<file path="config.mk">
export PLATFORM = sky130hd
export DESIGN_NAME = core_seq_ctrl
export DESIGN_NICKNAME = d
export VERILOG_FILES = /design/src/rtl/core_ctrl_pkg.sv /design/src/rtl/core_seq_ctrl_hs_timeout_cnt.sv /design/src/rtl/core_seq_ctrl.sv
export SDC_FILE = /design/constraint.sdc
export NUM_CORES = 1
export LEC_CHECK = 0
export ABC_AREA = 1
export CELL_PAD_IN_SITES_DETAIL_PLACEMENT = 0
export CELL_PAD_IN_SITES_GLOBAL_PLACEMENT = 1
export CORE_ASPECT_RATIO = 1.75
export CORE_MARGIN = 5
export CORE_UTILIZATION = 34
export DETAILED_ROUTE_END_ITERATION = 8
export HOLD_SLACK_MARGIN = 0.06
export PLACE_DENSITY = 0.95
export SLEW_MARGIN = 20
export SYNTH_ARGS = -nofsm -noshare
export SYNTH_HDL_FRONTEND = slang
export SYNTH_SLANG_ARGS = --single-unit
</file>
<file path="constraint.sdc">
create_clock -name clock -period 3.4 [get_ports clock]
set_clock_uncertainty 0.1 [all_clocks]
set_input_delay 1.02 -clock clock [delete_from_list [all_inputs] [get_ports clock]]
set_output_delay 1.02 -clock clock [all_outputs]
set_load 0.01 [all_outputs]
</file>
<file path="src/rtl/core_ctrl_pkg.sv">
// Shared types and defaults for the NPC core sequencer.
package core_ctrl_pkg;

    // Sequencer states; the encoding is visible on the debug state port.
    typedef enum logic [2:0] {
        ST_FETCH = 3'd0,
        ST_IWAIT = 3'd1,
        ST_EXEC  = 3'd2,
        ST_MREQ  = 3'd3,
        ST_MRESP = 3'd4,
        ST_WB    = 3'd5,
        ST_HALT  = 3'd6
    } state_t;

    // Reason the core stopped.
    localparam logic [1:0] HALT_NONE    = 2'd0;
    localparam logic [1:0] HALT_EBREAK  = 2'd1;
    localparam logic [1:0] HALT_ILLEGAL = 2'd2;
    localparam logic [1:0] HALT_TIMEOUT = 2'd3;

    localparam logic [63:0] DEF_RESET_PC = 64'h0000_0000_8000_0000;
    localparam int unsigned DEF_TIMEOUT  = 1024;
    localparam int unsigned DEF_TW       = 11;

endpackage

</file>
<file path="src/rtl/core_seq_ctrl_hs_timeout_cnt.sv">
// Handshake wait counter: counts stalled cycles and flags when the limit is reached.
module hs_timeout_cnt
    import core_ctrl_pkg::*;
#(
    parameter int unsigned TW = DEF_TW
) (
    input  logic          i_clk,
    input  logic          i_rst_n,
    input  logic          i_clear,
    input  logic          i_enable,
    input  logic [TW-1:0] i_limit,
    output logic          o_expired
);

    logic [TW-1:0] r_count;

    // Clear wins over count so a state change always starts a fresh wait window.
    always_ff @(posedge i_clk) begin
        if (!i_rst_n) begin
            r_count <= '0;
        end else if (i_clear) begin
            r_count <= '0;
        end else if (i_enable) begin
            r_count <= r_count + TW'(1);
        end
    end

    assign o_expired = (r_count == i_limit);

endmodule

</file>
<file path="src/rtl/core_seq_ctrl.sv">
// Multi-cycle sequencer: owns PC/IR, drives memory handshakes, gates writeback, halts the core.
module core_seq_ctrl
    import core_ctrl_pkg::*;
#(
    parameter logic [63:0] RESET_PC = DEF_RESET_PC,
    parameter int unsigned TIMEOUT  = DEF_TIMEOUT,
    parameter int unsigned TW       = DEF_TW
) (
    input  logic        clock,
    input  logic        reset,
    output logic        io_imem_req_valid,
    input  logic        io_imem_req_ready,
    output logic [63:0] io_imem_req_addr,
    input  logic        io_imem_resp_valid,
    input  logic [31:0] io_imem_resp_data,
    output logic [31:0] io_inst,
    output logic [63:0] io_pc,
    input  logic        io_dec_reg_write,
    input  logic        io_dec_mem_read,
    input  logic        io_dec_mem_write,
    input  logic        io_dec_ebreak,
    input  logic        io_dec_illegal,
    input  logic [63:0] io_next_pc,
    output logic        io_dmem_req_valid,
    input  logic        io_dmem_req_ready,
    input  logic        io_dmem_resp_valid,
    output logic        io_rf_wen,
    output logic        io_halt,
    output logic [1:0]  io_halt_code,
    output logic [2:0]  io_state,
    output logic [63:0] io_cycle_cnt,
    output logic [63:0] io_instret
);

    state_t      r_state;
    logic [63:0] r_pc;
    logic [31:0] r_inst;
    logic [63:0] r_cycle_cnt;
    logic [63:0] r_instret;
    logic [1:0]  r_halt_code;

    state_t      w_next_state;
    logic [1:0]  w_next_code;
    logic        w_waiting;
    logic        w_exit;
    logic        w_retire;
    logic        w_expired;
    logic        w_state_chg;

    // Next-state logic; a waiting state that meets its exit in the limit cycle still moves on.
    always_comb begin
        w_next_state = r_state;
        w_next_code  = r_halt_code;
        w_waiting    = 1'b0;
        w_exit       = 1'b0;
        w_retire     = 1'b0;
        case (r_state)
            ST_FETCH: begin
                w_waiting = 1'b1;
                w_exit    = io_imem_req_ready;
                if (w_exit) w_next_state = ST_IWAIT;
            end
            ST_IWAIT: begin
                w_waiting = 1'b1;
                w_exit    = io_imem_resp_valid;
                if (w_exit) w_next_state = ST_EXEC;
            end
            ST_EXEC: begin
                if (io_dec_illegal) begin
                    w_next_state = ST_HALT;
                    w_next_code  = HALT_ILLEGAL;
                end else if (io_dec_ebreak) begin
                    w_next_state = ST_HALT;
                    w_next_code  = HALT_EBREAK;
                    w_retire     = 1'b1;
                end else if (io_dec_mem_read || io_dec_mem_write) begin
                    w_next_state = ST_MREQ;
                end else begin
                    w_next_state = ST_WB;
                end
            end
            ST_MREQ: begin
                w_waiting = 1'b1;
                w_exit    = io_dmem_req_ready;
                if (w_exit) w_next_state = ST_MRESP;
            end
            ST_MRESP: begin
                w_waiting = 1'b1;
                w_exit    = io_dmem_resp_valid;
                if (w_exit) w_next_state = ST_WB;
            end
            ST_WB: begin
                w_retire     = 1'b1;
                w_next_state = ST_FETCH;
            end
            ST_HALT: w_next_state = ST_HALT;
            default: w_next_state = ST_FETCH;
        endcase
        if (w_waiting && !w_exit && w_expired) begin
            w_next_state = ST_HALT;
            w_next_code  = HALT_TIMEOUT;
        end
    end

    assign w_state_chg = (w_next_state != r_state);

    hs_timeout_cnt #(
        .TW(TW)
    ) u_timer (
        .i_clk     (clock),
        .i_rst_n   (reset),
        .i_clear   (w_state_chg),
        .i_enable  (w_waiting && !w_exit),
        .i_limit   (TW'(TIMEOUT - 1)),
        .o_expired (w_expired)
    );

    // State, halt reason and performance counters; counting stops once halted.
    always_ff @(posedge clock) begin
        if (!reset) begin
            r_state     <= ST_FETCH;
            r_halt_code <= HALT_NONE;
            r_cycle_cnt <= '0;
            r_instret   <= '0;
        end else begin
            r_state     <= w_next_state;
            r_halt_code <= w_next_code;
            if (r_state != ST_HALT) r_cycle_cnt <= r_cycle_cnt + 64'd1;
            if (w_retire)           r_instret   <= r_instret + 64'd1;
        end
    end

    // PC advances only at writeback; IR is captured only on the IWAIT response.
    always_ff @(posedge clock) begin
        if (!reset) begin
            r_pc   <= RESET_PC;
            r_inst <= '0;
        end else begin
            if (r_state == ST_IWAIT && io_imem_resp_valid) r_inst <= io_imem_resp_data;
            if (r_state == ST_WB)                          r_pc   <= io_next_pc;
        end
    end

    assign io_imem_req_valid = (r_state == ST_FETCH);
    assign io_imem_req_addr  = r_pc;
    assign io_inst           = r_inst;
    assign io_pc             = r_pc;
    assign io_dmem_req_valid = (r_state == ST_MREQ);
    assign io_rf_wen         = (r_state == ST_WB) && io_dec_reg_write;
    assign io_halt           = (r_state == ST_HALT);
    assign io_halt_code      = r_halt_code;
    assign io_state          = r_state;
    assign io_cycle_cnt      = r_cycle_cnt;
    assign io_instret        = r_instret;

endmodule

</file>
# Word level (Yosys, flattened, before mapping)
# Index checks and enable logic that the tools add are counted.
word_totals:
  ff_bits: 240
  in_bits: 107
  out_inout_bits: 297
  word_cells: 50
classes:
  n_addsub: 3
  n_eq_ne: 9
  mux: 18
  bitwise: 1
  n_reduce_logical: 12
ops:
  columns: ["op", "count"]
  rows:
  - ["$add 64x1->64 const B", 2]
  - ["$mux 3", 8]
  - ["$pmux 3 s6", 1]
  - ["$add 11x1->11 const B", 1]
  - ["$eq 11x10->1 const B", 1]
  - ["$eq 3x3->1 const B", 3]
  - ["$mux 2", 4]
  - ["$eq 3x2->1 const B", 2]
  - ["$logic_and 1x1->1", 4]
  - ["$pmux 1 s4", 1]
  - ["$reduce_or 4->1", 1]
  - ["$eq 3x1->1 const B", 1]
  - ["$logic_not 3->1", 1]
  - ["$mux 1", 3]
  - ["$ne 3x3->1", 1]
  - ["$ne 3x3->1 const B", 1]
  - ["$reduce_bool 3->1", 1]
  - ["$pmux 1 s2", 1]
  - ["$reduce_and 2->1", 1]
  - ["$reduce_bool 2->1", 1]
  - ["$reduce_or 2->1", 1]
  - ["$logic_not 1->1", 1]
  - ["$logic_or 1x1->1", 1]
  - ["$not 1->1", 1]

# Longest topological paths before layout
# Gate-level depths: netlist (run 1).
depth:
  ltp_word: 8
  mapped_depth: 14
  mapped_depth_nobuf: 13

# By module
# Synthesis (run 1) repeated with hierarchy kept, for this count alone.
hier_totals:
  cells_unflattened: 1886
  hier_area_um2: 12383.1
by_module_without_submodules:
  columns: ["mod", "instances", "cells_each", "area_per_inst_um2", "seq_area_each_um2"]
  rows:
  - ["core_seq_ctrl", 1, 1778, 11695.0, 4584.4]
  - ["hs_timeout_cnt", 1, 108, 688.2, 220.2]

# Least setup slack after synthesis (run 1)
# Ideal clock, no wire load.
synth_timing:
  kind: "flip-flop to output port"
  from: "reg r_state[2], in the netlist io_state[2]"
  to: "out io_rf_wen"
  arrival_ns: 1.358
  t_required_ns: 2.280
  slack_ns: 0.922
  path_stages_with_launch: 7
  n_path_buf: 2
  path_cell_list: "dfxtp_1 > nand2_2 > nor2_2 > inv_2 > clkbuf_1 > clkbuf_1 > nor2_1"
synth_between:
  elab_chain_cells: 2
synth_rtl:
  columns: ["item", "line", "text"]
  rows:
  - ["from (decl)", "core_seq_ctrl.sv:35", "state_t r_state;"]
  - ["from (signal assigned)", "core_seq_ctrl.sv:126", "r_state <= w_next_state;"]
  - ["$eq 3x3->1", "core_seq_ctrl.sv:149", "assign io_rf_wen = (r_state == ST_WB) && io_dec_reg_write;"]
  - ["$logic_and 1x1->1", "core_seq_ctrl.sv:149", null]
  - ["to (decl)", "core_seq_ctrl.sv:27", "output logic io_rf_wen,"]
# Every way passes these cells.

# Final worst setup path (run 1)
layout_timing:
  from: "in io_dec_reg_write"
  to: "out io_rf_wen"
layout_between:
  elab_chain_cells: 1
layout_rtl:
  columns: ["item", "line", "text"]
  rows:
  - ["from (decl)", "core_seq_ctrl.sv:18", "input logic io_dec_reg_write,"]
  - ["$logic_and 1x1->1", "core_seq_ctrl.sv:149", null]
# Every way passes these cells.

==> results of run 1 <==
==> per-stage QoR <==
| stage | cell area, µm² | setup slack, ns | utilization (%) | power [µW] |
|---|---|---|---|---|
| after floorplan | 12400 | 0.922 | - | 3350 |
| after global placement | 16400 | 0.0959 | 45.6 | 3720 |
| after detailed placement | 16400 | 0.112 | 45.6 | 3730 |
| after CTS | 17300 | 0.0999 | 48.1 | 6760 |
| after global routing | 17300 | 0.0191 | 48.1 | 6920 |
| final | 17300 | 0.100 | 48.1 | 6670 |
==> cell usage after synthesis <==
master | n | area, µm²
sky130_fd_sc_hd__nand3_2 | 4 | 40.0
sky130_fd_sc_hd__a21oi_1 | 82 | 410
sky130_fd_sc_hd__nand4_4 | 1 | 21.3
sky130_fd_sc_hd__o21a_1 | 11 | 82.6
sky130_fd_sc_hd__inv_4 | 1 | 6.26
sky130_fd_sc_hd__mux2i_1 | 1 | 10.0
sky130_fd_sc_hd__nand4_2 | 2 | 25.0
sky130_fd_sc_hd__clkbuf_8 | 1 | 13.8
sky130_fd_sc_hd__nor3_2 | 2 | 20.0
sky130_fd_sc_hd__and2_1 | 1 | 6.26
sky130_fd_sc_hd__buf_6 | 3 | 33.8
sky130_fd_sc_hd__nand3_1 | 73 | 365
sky130_fd_sc_hd__buf_2 | 8 | 40.0
sky130_fd_sc_hd__nor3_1 | 25 | 125
sky130_fd_sc_hd__nand2_2 | 4 | 25.0
sky130_fd_sc_hd__nand3_4 | 1 | 17.5
sky130_fd_sc_hd__inv_1 | 173 | 649
sky130_fd_sc_hd__o21ai_0 | 148 | 741
sky130_fd_sc_hd__nand4_1 | 35 | 219
sky130_fd_sc_hd__a31oi_1 | 5 | 31.3
sky130_fd_sc_hd__ha_1 | 3 | 37.5
sky130_fd_sc_hd__nor2_1 | 482 | 1810
sky130_fd_sc_hd__nand2_4 | 1 | 11.3
sky130_fd_sc_hd__nor2_2 | 28 | 175
sky130_fd_sc_hd__clkinv_1 | 1 | 3.75
sky130_fd_sc_hd__inv_2 | 4 | 15.0
sky130_fd_sc_hd__nor2_4 | 4 | 45.0
sky130_fd_sc_hd__xnor2_1 | 14 | 123
sky130_fd_sc_hd__nand2_1 | 421 | 1580
sky130_fd_sc_hd__xor2_1 | 13 | 114
sky130_fd_sc_hd__buf_4 | 65 | 488
sky130_fd_sc_hd__clkbuf_1 | 42 | 158
sky130_fd_sc_hd__o21bai_1 | 5 | 37.5
sky130_fd_sc_hd__buf_1 | 1 | 3.75
sky130_fd_sc_hd__dfxtp_1 | 240 | 4800
sky130_fd_sc_hd__o21ai_1 | 3 | 15.0
sky130_fd_sc_hd__nand3b_1 | 2 | 15.0
sky130_fd_sc_hd__nor3b_1 | 5 | 37.5
sky130_fd_sc_hd__and3_1 | 4 | 25.0
sky130_fd_sc_hd__nor4_1 | 1 | 6.26
==> per-layer routing <==
metal  global-route usage [%]  share of wire (%)  vias up
met4                     11.5                5.6        0
met3                     3.28                4.7      136
met1                     22.0                 36     6098
met2                     41.3                 54      410
li1                         -                  -     6643
met5                        0                  0        -
==> registers in the layout, indices dropped and copies added, names as in the netlist <==
signal	cells
io_inst	32
io_halt_code	2
io_state	3
io_imem_req_addr	64
u_timer.r_count	11
io_cycle_cnt	64
io_instret	64
==> power breakdown <==
group / switching, µW / total, µW / internal (µW) / leakage (µW)
sequential: 59.2 / 2940 / 2880 / 0.00194
combinational: 358 / 719 / 361 / 0.00395
clock: 1220 / 3000 / 1790 / 0.000438
total: 1640 / 6670 / 5030 / 0.00633
==> layout make-up <==
cell class	instances	area (µm²)	area share (%)
clock buffer	33	716	4.13
sequential	240	4800	27.7
tap	470	588	3.40
clock inverter	12	170	0.982
multi-input combinational	1381	6180	35.7
timing repair buffer	421	4190	24.2
inverter	179	674	3.89
==> worst register-to-register path: cells and delay by family (launching register included) <==
family	cells	cell delay, ns
AO/OA/AOI/OAI	2	0.21
flip-flops	1	0.51
AND/OR/NAND/NOR	7	1.46
==> cell families after synthesis <==
logic type	Yosys count	synth area share, %
buf+inv	299	11.4
fa+ha+maj	3	0.303
compound gates	254	10.6
flops	240	38.8
mux	1	0.0808
xor+xnor	27	1.91
simple gates	1096	36.9
==> path summary, 6_finish.rpt <==
check	start	to
max	io_dec_reg_write	io_rf_wen
min	io_inst[15]$_SDFFE_PN0P_	io_inst[15]$_SDFFE_PN0P_
max reg2reg	io_instret[2]$_SDFFE_PN0P_	io_instret[31]$_SDFFE_PN0P_
min reg2reg	io_inst[15]$_SDFFE_PN0P_	io_inst[15]$_SDFFE_PN0P_
==> impl_results.html, run 1 <==
<table>
<tr><th>Metric</th><th>Value</th></tr>
<tr><th colspan="2">Critical path</th></tr>
<tr><td>Cell count along the critical path</td><td>4</td></tr>
<tr><td>Flop-to-flop setup slack</td><td>1.01 ns</td></tr>
<tr><td>Kind of launch point of the worst setup path</td><td>input port</td></tr>
<tr><td>Slowest cell on crit path</td><td>sky130_fd_sc_hd__clkdlybuf4s50_1</td></tr>
<tr><td>Delay of the slowest cell on the worst path</td><td>0.55 ns</td></tr>
<tr><td>Most used cell, CP</td><td>sky130_fd_sc_hd__clkdlybuf4s50_1</td></tr>
<tr><td>Top Family by Delay on Critical Path</td><td>buffers and inverters</td></tr>
<tr><td>Category of the critical setup timing path</td><td>in -&gt; out</td></tr>
<tr><td>Signal arrival time at the worst endpoint</td><td>2.18 ns</td></tr>
<tr><td>Req. time, crit path</td><td>2.28 ns</td></tr>
<tr><td>Element type at the critical path end</td><td>output pin</td></tr>
<tr><td>Maximum fanout along the worst path</td><td>1</td></tr>
<tr><td>Depth of the worst register-to-register path</td><td>9</td></tr>
<tr><td>Combined buffer and inverter count along the critical path</td><td>3</td></tr>
<tr><td>Cell breakdown of the critical path</td><td>clkdlybuf4s50_1 -&gt; inv_1 -&gt; nor2_1 -&gt; clkdlybuf4s50_1</td></tr>
<tr><th colspan="2">Die</th></tr>
<tr><td>Die ar.</td><td>40500 µm²</td></tr>
<tr><td>Starting utilization of the core area</td><td>34.4%</td></tr>
<tr><td>I/O Pins</td><td>404</td></tr>
<tr><td>Floorplan die width</td><td>154 µm</td></tr>
<tr><td>Height of the die</td><td>263 µm</td></tr>
<tr><td>Std cell rows</td><td>92</td></tr>
<tr><td>Placeable Area</td><td>36000 µm²</td></tr>
<tr><th colspan="2">Global route</th></tr>
<tr><td>First-pass GRT wire length</td><td>71200 µm</td></tr>
<tr><td>Number of global-route vias before repair</td><td>13100</td></tr>
<tr><td>Maximum number of pins on one net before global-route repair</td><td>123</td></tr>
<tr><td>Total global routing overflow</td><td>0</td></tr>
<tr><td>Number of antenna violations at the first check in global routing</td><td>0</td></tr>
<tr><td>GR Util All Layers</td><td>21.6%</td></tr>
<tr><th colspan="2">Routing</th></tr>
<tr><td>Remaining DRCs</td><td>0</td></tr>
<tr><td>Number of DRC markers in iteration 0</td><td>650</td></tr>
<tr><td>Detailed-routing iteration count for the pre-antenna-repair pass</td><td>7</td></tr>
<tr><td>Number of vias in the routed layout</td><td>13300</td></tr>
<tr><td>Wire length per cell after detailed routing</td><td>16.8 µm</td></tr>
<tr><td>Number of nets with antenna violations after detailed routing</td><td>0</td></tr>
<tr><td>Number of vias per cell after detailed routing</td><td>4.86</td></tr>
<tr><td>Total wire length after detailed routing</td><td>46000 µm</td></tr>
<tr><th colspan="2">Timing</th></tr>
<tr><td>Period minus WS final</td><td>3.30 ns</td></tr>
<tr><td>Unrepaired setup endpoints after global routing</td><td>no</td></tr>
<tr><td>Count of final hold-check violations</td><td>0</td></tr>
<tr><td>Final worst-path cycle share</td><td>97.0%</td></tr>
<tr><td>Setup TNS after final layout</td><td>0 ns</td></tr>
<tr><td>Max-slew violation count</td><td>0</td></tr>
<tr><td>Slew headroom</td><td>55.2%</td></tr>
<tr><td>WHS</td><td>0.380 ns</td></tr>
<tr><td>Highest achievable clock rate</td><td>0.303 GHz</td></tr>
<tr><td>Slew at the pin with the worst max-slew slack</td><td>0.672 ns</td></tr>
<tr><td>Final setup violating endpoints</td><td>0</td></tr>
<tr><th colspan="2">Min path</th></tr>
<tr><td>Cell depth of the worst min-delay path</td><td>2</td></tr>
<tr><td>Class of the most critical hold timing path</td><td>reg -&gt; reg</td></tr>
<tr><th colspan="2">Power</th></tr>
<tr><td>Static Leak</td><td>0.00633 µW</td></tr>
<tr><td>Power per cell area</td><td>385 nW/µm²</td></tr>
<tr><td>Highest ir drop seen on vdd</td><td>0.305 mV</td></tr>
<tr><th colspan="2">Finish</th></tr>
<tr><td>Most common cell after layout, fill and taps aside</td><td>sky130_fd_sc_hd__nor2_1</td></tr>
<tr><td>Commonest cells after routing, fill and taps aside</td><td>sky130_fd_sc_hd__nor2_1 (482), sky130_fd_sc_hd__nand2_1 (421), sky130_fd_sc_hd__clkdlybuf4s50_1 (402)</td></tr>
<tr><td>Number of fillers in the final layout</td><td>3604</td></tr>
<tr><td>Diodes inserted</td><td>0</td></tr>
<tr><td>Share of final-layout standard cells stronger than drive strength 1</td><td>5.08%</td></tr>
<tr><td>Number of nets in the final layout</td><td>2358</td></tr>
<tr><td>Non-Filler Instances</td><td>2736</td></tr>
<tr><td>Layout overhead on the synthesized area</td><td>39.8%</td></tr>
<tr><th colspan="2">Logic synthesis</th></tr>
<tr><td>Ys Warns</td><td>0</td></tr>
<tr><td>Syn Std Cell Area</td><td>12400 µm²</td></tr>
<tr><td>Syn avg cell area</td><td>6.45 µm²</td></tr>
<tr><td>Flip-flop and latch count after synthesis</td><td>240</td></tr>
<tr><td>Syn nets</td><td>2030</td></tr>
<tr><td>Unique masters post-synth</td><td>40</td></tr>
<tr><td>Cell count after synthesis</td><td>1920</td></tr>
<tr><td>Proportion of synthesized chip area in sequential cells</td><td>38.8%</td></tr>
<tr><th colspan="2">Clock tree</th></tr>
<tr><td>CTS root buf</td><td>sky130_fd_sc_hd__clkbuf_16</td></tr>
<tr><td>Number of buffers between clock root and the deepest sink</td><td>3</td></tr>
<tr><td>Cts repair resizes</td><td>0</td></tr>
<tr><td>Number of H-tree levels</td><td>1</td></tr>
<tr><td>Number of buffers added by the clock tree synthesis step</td><td>25</td></tr>
<tr><td>Worst-Skew Late Latency</td><td>0.54 ns</td></tr>
<tr><td>Number of setup buffers added after CTS</td><td>0</td></tr>
<tr><td>Post-CTS Hold Buffers</td><td>0</td></tr>
<tr><td>Clock-pin slew on the worst setup and hold paths</td><td>0.06 ns</td></tr>
<tr><td>TritonCTS clock tree</td><td>built</td></tr>
<tr><td>CTS sink cnt</td><td>240</td></tr>
<tr><th colspan="2">Run</th></tr>
<tr><td>Max capacitance violation total</td><td>0</td></tr>
<tr><th colspan="2">Placement</th></tr>
<tr><td>Total of buffers placed on input and output ports</td><td>403</td></tr>
<tr><td>Count of placed standard cells including taps</td><td>2691</td></tr>
<tr><td>Routability cong.</td><td>0.950</td></tr>
<tr><td>Hpwl dp</td><td>35800 µm</td></tr>
<tr><th colspan="2">Status</th></tr>
<tr><td>Result of the run</td><td>completed</td></tr>
</table>
Power figures use the tool's default switching activity.
==> run 2, diff against run 1 <==
CORE_UTILIZATION = 32   (was 34)
PLACE_DENSITY = 0.9   (was 0.95)
clock period = 3.3 ns   (was 3.4 ns; I/O delays follow)
==> run 2 against run 1 <==
Setup slack worse by 0.054 ns. Largest power group is now registers. Count of clock-buffer cells in the layout down 5. Die area up 5.9%. Critical endpoint unchanged. Sequential share of layout area about the same. Sequential power up 3%. Global-route usage down 1.1 points. Highest routed layer unchanged. Hold slack better by 0.00079 ns.
==> impl_results.html, run 2 (synthesis results as in run 1) <==
<table>
<tr><th>Metric</th><th>Value</th></tr>
<tr><th colspan="2">Status</th></tr>
<tr><td>Result of the run</td><td>completed</td></tr>
<tr><th colspan="2">Clock tree</th></tr>
<tr><td>Number of buffers between clock root and the deepest sink</td><td>3</td></tr>
<tr><td>Post-CTS Hold Buffers</td><td>0</td></tr>
<tr><td>CTS root buf</td><td>sky130_fd_sc_hd__clkbuf_16</td></tr>
<tr><td>Number of buffers added by the clock tree synthesis step</td><td>25</td></tr>
<tr><td>Clock-pin slew on the worst setup and hold paths</td><td>0.06 ns</td></tr>
<tr><td>Number of H-tree levels</td><td>1</td></tr>
<tr><td>Worst-Skew Late Latency</td><td>0.55 ns</td></tr>
<tr><td>TritonCTS clock tree</td><td>built</td></tr>
<tr><td>CTS sink cnt</td><td>240</td></tr>
<tr><th colspan="2">Global route</th></tr>
<tr><td>Grt peak-use layer</td><td>met2</td></tr>
<tr><td>Met2 usage in global routing</td><td>39.2%</td></tr>
<tr><td>First-pass GRT wire length</td><td>72100 µm</td></tr>
<tr><td>Number of global-route vias before repair</td><td>13200</td></tr>
<tr><td>GR Util All Layers</td><td>20.4%</td></tr>
<tr><td>Met1 Use GR</td><td>20.7%</td></tr>
<tr><td>Total global routing overflow</td><td>0</td></tr>
<tr><td>Maximum number of pins on one net before global-route repair</td><td>106</td></tr>
<tr><td>Routing usage on met3</td><td>3.50%</td></tr>
<tr><td>Number of antenna violations at the first check in global routing</td><td>0</td></tr>
<tr><th colspan="2">Finish</th></tr>
<tr><td>Number of fillers in the final layout</td><td>3937</td></tr>
<tr><td>Most common cell after layout, fill and taps aside</td><td>sky130_fd_sc_hd__nor2_1</td></tr>
<tr><td>Share of final-layout standard cells stronger than drive strength 1</td><td>4.96%</td></tr>
<tr><td>Number of nets in the final layout</td><td>2353</td></tr>
<tr><td>Finished Cell Area</td><td>17300 µm²</td></tr>
<tr><td>Layout overhead on the synthesized area</td><td>39.7%</td></tr>
<tr><td>Commonest cells after routing, fill and taps aside</td><td>sky130_fd_sc_hd__nor2_1 (482), sky130_fd_sc_hd__nand2_1 (421), sky130_fd_sc_hd__clkdlybuf4s50_1 (402)</td></tr>
<tr><td>Diodes inserted</td><td>0</td></tr>
<tr><th colspan="2">Power</th></tr>
<tr><td>Power per cell area</td><td>393 nW/µm²</td></tr>
<tr><td>Highest ir drop seen on vdd</td><td>0.320 mV</td></tr>
<tr><td>Static Leak</td><td>0.00628 µW</td></tr>
<tr><th colspan="2">Die</th></tr>
<tr><td>Die ar.</td><td>42900 µm²</td></tr>
<tr><td>I/O Pins</td><td>404</td></tr>
<tr><td>Placeable Area</td><td>38400 µm²</td></tr>
<tr><td>Height of the die</td><td>270 µm</td></tr>
<tr><td>Std cell rows</td><td>95</td></tr>
<tr><td>Floorplan die width</td><td>159 µm</td></tr>
<tr><td>Starting utilization of the core area</td><td>32.3%</td></tr>
<tr><th colspan="2">Timing</th></tr>
<tr><td>Highest achievable clock rate</td><td>0.307 GHz</td></tr>
<tr><td>Count of final hold-check violations</td><td>0</td></tr>
<tr><td>Unrepaired setup endpoints after global routing</td><td>no</td></tr>
<tr><td>Period minus WS final</td><td>3.25 ns</td></tr>
<tr><td>Final setup violating endpoints</td><td>0</td></tr>
<tr><td>Slew at the pin with the worst max-slew slack</td><td>0.726 ns</td></tr>
<tr><td>Max-slew violation count</td><td>0</td></tr>
<tr><td>Setup TNS after final layout</td><td>0 ns</td></tr>
<tr><td>Final worst-path cycle share</td><td>98.6%</td></tr>
<tr><td>Slew headroom</td><td>51.6%</td></tr>
<tr><th colspan="2">Routing</th></tr>
<tr><td>Number of vias in the routed layout</td><td>13200</td></tr>
<tr><td>Total wire length after detailed routing</td><td>46000 µm</td></tr>
<tr><td>Number of vias per cell after detailed routing</td><td>4.82</td></tr>
<tr><td>Remaining DRCs</td><td>0</td></tr>
<tr><td>Number of DRC markers in iteration 0</td><td>784</td></tr>
<tr><td>Wire length per cell after detailed routing</td><td>16.8 µm</td></tr>
<tr><td>Detailed-routing iteration count for the pre-antenna-repair pass</td><td>5</td></tr>
<tr><td>Number of nets with antenna violations after detailed routing</td><td>0</td></tr>
<tr><th colspan="2">Critical path</th></tr>
<tr><td>Depth of the worst register-to-register path</td><td>9</td></tr>
<tr><td>Category of the critical setup timing path</td><td>in -&gt; out</td></tr>
<tr><td>Element type at the critical path end</td><td>output pin</td></tr>
<tr><td>Delay of the slowest cell on the worst path</td><td>0.55 ns</td></tr>
<tr><td>Reg-to-reg startpoint</td><td>io_instret[0]$_SDFFE_PN0P_</td></tr>
<tr><td>Source of the critical timing path</td><td>io_dec_reg_write</td></tr>
<tr><td>Maximum fanout along the worst path</td><td>1</td></tr>
<tr><td>Crit Reg-Reg Endpoint</td><td>io_instret[38]$_SDFFE_PN0P_</td></tr>
<tr><td>Kind of launch point of the worst setup path</td><td>input port</td></tr>
<tr><td>Slowest cell on crit path</td><td>sky130_fd_sc_hd__clkdlybuf4s50_1</td></tr>
<tr><td>Flop-to-flop setup slack</td><td>0.94 ns</td></tr>
<tr><td>Req. time, crit path</td><td>2.21 ns</td></tr>
<tr><td>Cell breakdown of the critical path</td><td>clkdlybuf4s50_1 -&gt; inv_1 -&gt; nor2_1 -&gt; clkdlybuf4s50_1</td></tr>
<tr><td>Signal arrival time at the worst endpoint</td><td>2.16 ns</td></tr>
<tr><td>Most used cell, CP</td><td>sky130_fd_sc_hd__clkdlybuf4s50_1</td></tr>
<tr><th colspan="2">Min path</th></tr>
<tr><td>Cell depth of the worst min-delay path</td><td>2</td></tr>
<tr><td>Endpoint of the worst hold path</td><td>io_inst[16]$_SDFFE_PN0P_</td></tr>
<tr><td>Hold_sp</td><td>io_inst[16]$_SDFFE_PN0P_</td></tr>
<tr><td>Class of the most critical hold timing path</td><td>reg -&gt; reg</td></tr>
<tr><th colspan="2">Run</th></tr>
<tr><td>Max capacitance violation total</td><td>0</td></tr>
<tr><th colspan="2">Placement</th></tr>
<tr><td>Routability cong.</td><td>0.942</td></tr>
<tr><td>Total of buffers placed on input and output ports</td><td>403</td></tr>
<tr><td>Hpwl dp</td><td>35800 µm</td></tr>
<tr><td>Placed instance area</td><td>16400 µm²</td></tr>
</table>
[run 2: changes by cell type in the layout (fill, tap and decap cells not counted), sizes merged]
cell	previous run	this run
clkbuf	33	28
clkinvlp	1	5
clkinv	6	5
buf	19	14
[run 2: worst max-delay path by stage]
stage,endpoint,slack [ns],depth (start not counted)
2_1_floorplan,io_rf_wen,0.85,6
3_3_place_gp,io_rf_wen,0.04,4
3_5_place_dp,io_rf_wen,0.05,4
4_1_cts,io_rf_wen,0.03,5
5_1_grt,io_rf_wen,0.02,4
6_report,io_rf_wen,0.05,4
[run 2: area by class of cell]
cell class / count / area, µm² / area share, %
Clock buffer: 28 / 667 / 3.85
Clock inverter: 15 / 199 / 1.15
Inverter: 179 / 674 / 3.90
Multi-Input combinational cell: 1381 / 6180 / 35.7
Sequential cell: 240 / 4810 / 27.8
Tap cell: 485 / 607 / 3.51
Timing Repair Buffer: 416 / 4180 / 24.1
[run 2: per-stage QoR]
step,power [µW],utilization [%],cells,worst slack [ns],hold WS (ns)
after floorplan,3460,-,1920,0.852,0.396
after detailed placement,3840,42.8,2701,0.0519,0.373
after global routing,7070,45.1,2744,0.0169,0.415
final,6800,45.1,2744,0.0466,0.381
after CTS,6910,45.1,2744,0.0295,0.386
after global placement,3830,42.8,2701,0.0351,0.363
[run 2: routing by layer]
| layer | wire [µm] | vias up |
|---|---|---|
| met5 | 0 | - |
| met3 | 2330 | 131 |
| met2 | 24700 | 436 |
| met1 | 16500 | 6024 |
| li1 | - | 6627 |
| met4 | 2550 | 0 |
[run 2: report_power, final]
part | internal (µW) | leakage, µW | switching [µW]
clock | 1770 | 0.000411 | 1250
sequential | 2970 | 0.00194 | 69.2
combinational | 373 | 0.00393 | 362
[run 2: worst max-delay path: cells and delay by family]
family	cells	cell delay, ns
and+or+nand+nor	1	0.13
buffers and inverters	3	1.04
[run 2: what timing repair did]
action	4_1_cts	5_1_grt
endpoints found under the hold margin	0	0
gates resized for setup	1	1
setup endpoints to repair	1	1
cloned	0	0
buffers inserted	0	0
